$ cat src/rtl/uart_pkg.sv
// Shared UART types: receiver FSM states, parity mode and a parity helper.
// Used by uart_rx_framed and intended for reuse by uart_tx.
package uart_pkg;

    typedef enum logic [2:0] {
        WAIT_IDLE,
        IDLE,
        START,
        DATA,
        PARITY,
        STOP
    } uart_rx_state_e;

    typedef enum logic {
        PAR_EVEN,
        PAR_ODD
    } uart_parity_e;

    // Expected parity bit for up to 9 payload bits (unused high bits must be zero).
    function automatic logic parity_bit(input logic [8:0] d, input uart_parity_e mode);
        return (^d) ^ (mode == PAR_ODD);
    endfunction

endpackage

$ cat src/rtl/uart_baud_counter.sv
// Loadable down-counter; tick_o is high while the count is zero.
// Load has priority; the counter parks at zero until reloaded.
module uart_baud_counter #(
    parameter int WIDTH = 9
) (
    input  logic             clk,
    input  logic             rst_n,
    input  logic             load_i,
    input  logic [WIDTH-1:0] load_val_i,
    output logic             tick_o
);

    logic [WIDTH-1:0] cnt_q;

    always_ff @(posedge clk or negedge rst_n) begin
        if (!rst_n) begin
            cnt_q <= '0;
        end else if (load_i) begin
            cnt_q <= load_val_i;
        end else if (cnt_q != '0) begin
            cnt_q <= cnt_q - 1'b1;
        end
    end

    assign tick_o = (cnt_q == '0);

endmodule

$ cat src/rtl/uart_rx_framed.sv
// Framed UART receiver: mid-bit sampling, start-glitch rejection, frame/parity error flags, overrun.
// data_valid rises 1 cycle after the last stop sample; held until data_valid && data_ready.
// Parity bit expected only when UART_RX_PARITY_EN is defined; otherwise parity_err is tied 0.
module uart_rx_framed
    import uart_pkg::*;
#(
    parameter int CLOCK_BAUD_RATIO = 400,
    parameter int DATA_BITS        = 8,
    parameter int STOP_BITS        = 1,
    parameter int PARITY_ODD       = 0,
    parameter int SYNC_STAGES      = 2
) (
    input  logic                 clk,
    input  logic                 rst_n,
    input  logic                 rx,
    output logic [DATA_BITS-1:0] data,
    output logic                 data_valid,
    input  logic                 data_ready,
    output logic                 frame_err,
    output logic                 parity_err,
    output logic                 overrun,
    output logic                 busy
);

    localparam int               CNT_W     = $clog2(CLOCK_BAUD_RATIO);
    localparam logic [CNT_W-1:0] HALF_M1   = CNT_W'(CLOCK_BAUD_RATIO / 2 - 1);
    localparam logic [CNT_W-1:0] FULL_M1   = CNT_W'(CLOCK_BAUD_RATIO - 1);
    localparam logic [3:0]       BIT_LAST  = 4'(DATA_BITS - 1);
    localparam logic             STOP_LAST = 1'(STOP_BITS - 1);

    logic [SYNC_STAGES-1:0] sync_q;
    logic                   rx_s;
    uart_rx_state_e         state_q, state_d;
    logic [3:0]             bit_cnt_q;
    logic                   stop_cnt_q;
    logic [DATA_BITS-1:0]   shift_q;
    logic [DATA_BITS-1:0]   data_q;
    logic                   data_valid_q;
    logic                   frame_err_q;
    logic                   overrun_q;
    logic                   busy_q;

    logic                   cnt_load;
    logic [CNT_W-1:0]       cnt_val;
    logic                   tick;
    logic                   shift_en;
    logic                   frame_done;
    logic                   stop_err;
    logic                   accept;
    logic                   load_out;

    assign rx_s     = sync_q[SYNC_STAGES-1];
    assign accept   = data_valid_q && data_ready;
    assign load_out = frame_done && (!data_valid_q || accept);

    uart_baud_counter #(
        .WIDTH      (CNT_W)
    ) u_baud (
        .clk        (clk),
        .rst_n      (rst_n),
        .load_i     (cnt_load),
        .load_val_i (cnt_val),
        .tick_o     (tick)
    );

    // IDLE is only entered with the line high, so a low level there is a falling edge.
    always_comb begin
        state_d    = state_q;
        cnt_load   = 1'b0;
        cnt_val    = FULL_M1;
        shift_en   = 1'b0;
        frame_done = 1'b0;
        stop_err   = 1'b0;
        case (state_q)
            WAIT_IDLE: begin
                if (rx_s) state_d = IDLE;
            end
            IDLE: begin
                if (!rx_s) begin
                    state_d  = START;
                    cnt_load = 1'b1;
                    cnt_val  = HALF_M1;
                end
            end
            START: begin
                if (tick) begin
                    if (rx_s) begin
                        state_d = IDLE;
                    end else begin
                        state_d  = DATA;
                        cnt_load = 1'b1;
                    end
                end
            end
            DATA: begin
                if (tick) begin
                    shift_en = 1'b1;
                    cnt_load = 1'b1;
                    if (bit_cnt_q == BIT_LAST) begin
`ifdef UART_RX_PARITY_EN
                        state_d = PARITY;
`else
                        state_d = STOP;
`endif
                    end
                end
            end
            PARITY: begin
                if (tick) begin
                    state_d  = STOP;
                    cnt_load = 1'b1;
                end
            end
            STOP: begin
                if (tick) begin
                    if (!rx_s) begin
                        // Broken stop bit ends the frame now; wait for the line to recover.
                        frame_done = 1'b1;
                        stop_err   = 1'b1;
                        state_d    = WAIT_IDLE;
                    end else if (stop_cnt_q == STOP_LAST) begin
                        frame_done = 1'b1;
                        state_d    = IDLE;
                    end else begin
                        cnt_load = 1'b1;
                    end
                end
            end
            default: state_d = WAIT_IDLE;
        endcase
    end

    always_ff @(posedge clk or negedge rst_n) begin
        if (!rst_n) begin
            sync_q       <= '1;
            state_q      <= WAIT_IDLE;
            bit_cnt_q    <= '0;
            stop_cnt_q   <= 1'b0;
            shift_q      <= '0;
            data_q       <= '0;
            data_valid_q <= 1'b0;
            frame_err_q  <= 1'b0;
            overrun_q    <= 1'b0;
            busy_q       <= 1'b0;
        end else begin
            sync_q  <= {sync_q[SYNC_STAGES-2:0], rx};
            state_q <= state_d;
            busy_q  <= (state_d != IDLE);

            if (state_q == IDLE) begin
                bit_cnt_q  <= '0;
                stop_cnt_q <= 1'b0;
            end
            if (shift_en) begin
                shift_q   <= {rx_s, shift_q[DATA_BITS-1:1]};
                bit_cnt_q <= bit_cnt_q + 1'b1;
            end
            if (state_q == STOP && cnt_load) begin
                stop_cnt_q <= stop_cnt_q + 1'b1;
            end

            if (accept) begin
                data_valid_q <= 1'b0;
                overrun_q    <= 1'b0;
            end
            if (load_out) begin
                data_q       <= shift_q;
                frame_err_q  <= stop_err;
                data_valid_q <= 1'b1;
            end else if (frame_done) begin
                overrun_q <= 1'b1;
            end
        end
    end

`ifdef UART_RX_PARITY_EN
    localparam uart_parity_e PAR_MODE = (PARITY_ODD != 0) ? PAR_ODD : PAR_EVEN;

    logic perr_acc_q;
    logic parity_err_q;

    always_ff @(posedge clk or negedge rst_n) begin
        if (!rst_n) begin
            perr_acc_q   <= 1'b0;
            parity_err_q <= 1'b0;
        end else begin
            if (state_q == PARITY && tick) begin
                perr_acc_q <= rx_s ^ parity_bit(9'(shift_q), PAR_MODE);
            end
            if (load_out) begin
                parity_err_q <= perr_acc_q;
            end
        end
    end

    assign parity_err = parity_err_q;
`else
    assign parity_err = 1'b0;
`endif

    assign data       = data_q;
    assign data_valid = data_valid_q;
    assign frame_err  = frame_err_q;
    assign overrun    = overrun_q;
    assign busy       = busy_q;

endmodule
$ cat config.mk
export PLATFORM = sky130hd
export DESIGN_NAME = uart_rx_framed
export DESIGN_NICKNAME = d
export VERILOG_FILES = /design/src/rtl/uart_pkg.sv /design/src/rtl/uart_baud_counter.sv /design/src/rtl/uart_rx_framed.sv
export SDC_FILE = /design/constraint.sdc
export NUM_CORES = 1
export LEC_CHECK = 0
export CAP_MARGIN = 5
export CORE_MARGIN = 2
export CORE_UTILIZATION = 28
export DETAILED_ROUTE_END_ITERATION = 10
export PLACE_DENSITY_LB_ADDON = 0.08
export SETUP_SLACK_MARGIN = 0.15
export SYNTH_ARGS = -nofsm -noshare
export SYNTH_HDL_FRONTEND = slang
export SYNTH_SLANG_ARGS = --single-unit
$ cat constraint.sdc
create_clock -name clk -period 2.5 [get_ports clk]
set_input_delay 0.375 -clock clk [delete_from_list [all_inputs] [get_ports clk]]
set_output_delay 0.375 -clock clk [all_outputs]
set_load 0.02 [all_outputs]
# Word-level counts from Yosys, hierarchy flattened

Cells that the tools add are included.

Register bits: 39
Input bits: 4
Output and inout bits: 13
Logic and storage cells: 71

Add/subtract/negate cells: 3
Equality and inequality tests: 7
Mux-type cells: 37
Reductions and logical operators: 13

Operators by type and width:

| kind                                                                  | number |
|---|---|
| 9-bit 2-to-1 mux                                                      | 4 |
| 3-bit 2-to-1 mux                                                      | 9 |
| 1-bit 2-to-1 mux                                                      | 19 |
| 3-bit one-hot mux with 6 select lines                                 | 1 |
| 9-bit logical NOT                                                     | 1 |
| 9-bit nonzero test                                                    | 1 |
| 9-bit by 1-bit subtractor with 9-bit output, second input constant    | 1 |
| 4-bit 2-to-1 mux                                                      | 2 |
| 2-bit nonzero test                                                    | 4 |
| 3-bit by 2-bit equality test with 1-bit output, second input constant | 2 |
| 3-bit equality test, second input constant                            | 2 |
| 4-bit by 1-bit adder with 4-bit output, second input constant         | 1 |
| 4-bit by 3-bit equality test with 1-bit output, second input constant | 1 |
| 1-bit one-hot mux with 4 select lines                                 | 1 |
| 3-bit by 1-bit equality test with 1-bit output, second input constant | 1 |
| 1-bit logical AND                                                     | 3 |
| 3-bit logical NOT                                                     | 1 |
| 3-bit by 1-bit != test with 1-bit output, second input constant       | 1 |
| 2-bit 2-to-1 mux                                                      | 1 |
| 2-bit OR reduction                                                    | 1 |
| 1-bit adder, second input constant                                    | 1 |
| 1-bit logical NOT                                                     | 1 |
| 1-bit logical OR                                                      | 1 |

# Longest topological paths before layout

Depth in word-level cells: 6
Gate-level depth with buffers: 8
Gate-level depth less buffers: 6

# Cells and area by module

Synthesis repeated with hierarchy kept, for this count alone.

Cell total of the unflattened synthesis: 170
Area, all modules: 1899.3 um^2

Modules (own cells, without submodules):

| module            | times used | cells each | area each (um^2) | seq. area each (um^2) |
|---|---|---|---|---|
| uart_rx_framed    | 1          | 113        | 1365.1           | 753.2 |
| uart_baud_counter | 1          | 57         | 534.3            | 225.2 |

# Least setup slack after synthesis

Ideal clock, no wire load.

Path kind: register -> register
Start point: reg u_baud.cnt_q[0]
End point: reg shift_q[4]
Library setup time: 0.125 ns
Data arrival time: 2.156 ns
Required time: 2.375 ns
Path slack: 0.219 ns
Stages on the path, launching flop included: 8
Buffers on the path: 2
Period minus slack after synthesis: 2.281 ns
Path through: dfrtp_1 inv_1 ha_1 or4b_1 buf_2 nor4_4 buf_6 mux2_2

Cells in the longest elaborated chain, start to end: 3

RTL lines:

| what                     | RTL line                | text |
|---|---|---|
| start: declaration       | uart_baud_counter.sv:13 | `logic [WIDTH-1:0] cnt_q;` |
| start signal: assignment | uart_baud_counter.sv:19 | `cnt_q <= load_val_i;` |
| start signal: assignment | uart_baud_counter.sv:21 | `cnt_q <= cnt_q - 1'b1;` |
| 9-bit logical NOT        | uart_baud_counter.sv:25 | `assign tick_o = (cnt_q == '0);` |
| 1-bit 2-to-1 mux         | uart_rx_framed.sv:96    | `if (tick) begin` |
| 1-bit 2-to-1 mux         | uart_rx_framed.sv:74    | `case (state_q)` |
| end signal: assignment   | uart_rx_framed.sv:155   | `shift_q <= {rx_s, shift_q[DATA_BITS-1:1]};` |
| end: declaration         | uart_rx_framed.sv:36    | `logic [DATA_BITS-1:0] shift_q;` |

Every way passes these cells.
A chain may end at the register's enable or synchronous reset.

# Final worst setup path

Start point: reg u_baud.cnt_q[0]
End point: reg bit_cnt_q[2]

Cells in the longest elaborated chain, start to end: 4
Elaborated cells on any way between the ends: 5
Those cells by class: 3 x mux; 2 x reduce/logical

RTL lines:

| what                                                          | RTL line                | text |
|---|---|---|
| 9-bit logical NOT (*)                                         | uart_baud_counter.sv:25 |  |
| 1-bit 2-to-1 mux (*)                                          | uart_rx_framed.sv:96    |  |
| 1-bit 2-to-1 mux (*)                                          | uart_rx_framed.sv:74    |  |
| 4-bit 2-to-1 mux / 2-bit nonzero test (equally long branches) | --                      |  |
| end signal: assignment                                        | uart_rx_framed.sv:156   | `bit_cnt_q <= bit_cnt_q + 1'b1;` |
| end: declaration                                              | uart_rx_framed.sv:34    | `logic [3:0] bit_cnt_q;` |

Every way passes the cells marked *; elsewhere a longest branch is shown, timed or not.

==> results.cfg <==
[run_status]
outcome = completed

[power]
p_switching_mw = 0.566
power.density_nw_per_um2 = 796
intPower_mw = 1.22
p_leak_nw = 0.997
comb_power_share_pct = 22.4
pwr-share-seq_pct = 48.1
p_sw_share_pct = 31.6
p_clk_share_pct = 29.4
ir_worst_vdd_uv = 364

[cells_and_area]
nets = 187
drive_gt1_share_pct = 24.9
num_antenna_cells = 0
syn2layout_area_growth_pct = 21.6
stdcell_area_um2 = 2250
fin_util_pct = 35.2

[clocking]
cts_buffer_depth = 2
clk_latency_ps = 290
postCtsHoldBufs = 0
cts_tree = done
cts_buffers = 5
htree_levels = 2
clkSlewWorstSetupHoldPaths_ps = 80
clockRootBuffer = clkbuf_8
clock_sinks = 39

[sta]
fin_ws_ps = 318
hold_ws_ps = 200
rsz0062_at_grt = false
fmax_ghz = 0.458
finalSetupTns_ps = 0
max_slew_margin_pct = 41.5
finalHoldViolCount = 0
min_period_ps = 2180
finalSetupViolCount = 0
worst_slew_pin_slew_ps = 877
drv_slew = 0
fin_crit_sh_pct = 87.3
skew_ps = 6.02

[worst_setup_path]
rr_endpoint = bit_cnt_q[2]$_DFFE_PN0P_
ff2ff_setup_slack_ps = 320
worstPathMaxFanout = 17
crit_start = u_baud.cnt_q[0]$_DFFE_PN0P_
rr_worst_depth = 7
path_class = reg2reg
cp-start-kind = flop
crit_end = bit_cnt_q[2]$_DFFE_PN0P_
cp.arrival_ps = 2400
crit-reg2reg-launch = u_baud.cnt_q[0]$_DFFE_PN0P_
cp.required_ps = 2720
endpoint_kind = flop

[die]
core-area_um2 = 6390
placementRows = 29
fp.dieW_um = 85.3
start_util_pct = 29.0
dieHeight_um = 85.3
die-area_um2 = 7270
ios = 17

[job]
drv_cap = 0

[logic_synthesis]
synth_cell_types = 44
yosys-top-cells-count = dfrtp_1, mux2_2, nor2_1, a21oi_1, nand2_1
yosysWarnings = 0
synth_fp_nets = 164
synth_area_leader_cell = dfrtp_1
synthArstFlopShare_pct = 100
synth_seq_cells = 39
synth-edff-count = 0
syn_area_um2 = 1850
syn_inst = 157
synth_top_area_share_pct = 50.1
ys_top_cells_by_area = dfrtp_1, mux2_2, nor2_1
seq_area_frac_synth_pct = 52.9
avgSynthCellArea_um2 = 11.8
synth.most_common_cell = dfrtp_1
synth_flop_cell = dfrtp_1

[placement]
place_area_um2 = 2130
pre_cts_ws_ps = 238
numPortBuffers = 15
place_congestion = 0.854
dpl.hpwl_um = 2620

[route]
drc = 0
dr.pass1.iters = 4
drt_iter0_markers = 66
vias = 1213
viasPerCell = 4.70
wire_per_inst_um = 14.4
antenna_left = 0
routed_wl_um = 3710

[grt]
grt_pass1_vias = 1274
gr-total-overflow = 0
grt_use_total_pct = 11.3
grt_max_degree = 40
antenna_found_initial = 0
grt_pass1_wl_um = 6490

[min_path]
hold_path_class = in2async
-- area by class of cell --
type / instances / area (um^2)
clock buffer: 5 / 68.8
sequential: 39 / 978
clock inverter: 3 / 43.8
multi-input combinational: 108 / 823
timing repair buffer: 22 / 223
fill: 631 / 4140
inverter: 4 / 15.0
tap: 77 / 96.3
-- worst min-delay path by stage --
stage	end	cells after the start	startpoint	slack [ps]
finish	data[0]$_DFFE_PN0P_	1	rst_n	200
global route	frame_err$_DFFE_PN0P_	1	rst_n	280
CTS	frame_err$_DFFE_PN0P_	1	rst_n	240
detailed placement	sync_q[1]$_DFF_PN1_	0	sync_q[0]$_DFF_PN1_	350
global placement	sync_q[1]$_DFF_PN1_	0	sync_q[0]$_DFF_PN1_	350
floorplan	bit_cnt_q[0]$_DFFE_PN0P_	0	rst_n	80
-- per-layer routing --
layer	GRT usage (%)	vias to the layer above	part of all wire, %
met2	17.0	15	48
li1	-	599	-
met1	15.8	595	49
met4	4.33	0	1.1
met5	0	-	0
met3	2.63	4	2.4
-- registers in the layout, summed over array words and instances, names as in the netlist, 2 cells and up --
name and cells:
bit_cnt_q 4, data 8, shift_q 8, state_q 3
sync_q 2, u_baud.cnt_q 9
-- cells by family after synthesis --
kind of cell / count (synthesis) / share of synthesized area, %
buf+inv: 10 / 2.71
simple gates: 49 / 16.2
mux: 23 / 13.9
other cells: 1 / 0.203
xor+xnor: 5 / 2.37
compound gates: 27 / 9.61
flops: 39 / 52.9
fa+ha+maj: 3 / 2.03
-- cell usage in the layout, fill, tap and decap left out, types with 5 or more instances in the layout --
| cell | count |
|---|---|
| mux2_2 | 18 |
| nor3_1 | 5 |
| nor2_1 | 14 |
| clkdlybuf4s50_1 | 14 |
| dfrtp_1 | 37 |
| buf_4 | 5 |
| a21oi_1 | 7 |
| nand2_1 | 7 |
| clkbuf_8 | 5 |
-- stage by stage --
| step | std cells | power (mW) |
|---|---|---|
| floorplan | 157 | 1.15 |
| finish | 258 | 1.79 |
| global route | 258 | 1.91 |
| CTS | 258 | 1.81 |
| detailed placement | 250 | 1.28 |
| global placement | 250 | 1.28 |
-- timing repair --
item                                    CTS  global route
setup buffers                             0             0
gates resized for setup                   0             1
endpoints found under the setup margin    0             3
-- power by group through the flow --
stage | Combinational (mW) | Clock (mW) | Sequential [mW]
after global routing | 0.456 | 0.573 | 0.882
after global placement | 0.404 | 0 | 0.874
after floorplan | 0.316 | 0 | 0.836
final | 0.401 | 0.527 | 0.862
after detailed placement | 0.402 | 0 | 0.874
after CTS | 0.407 | 0.539 | 0.863
-- critical path: stages, from the launching register on --
cell,delay [ps]
dfrtp_1,400
inv_1,130
ha_1,200
or4b_1,520
nor4_4,210
buf_12,190
mux2_2,340
mux2i_1,120
(Power assumes the default switching activity.)
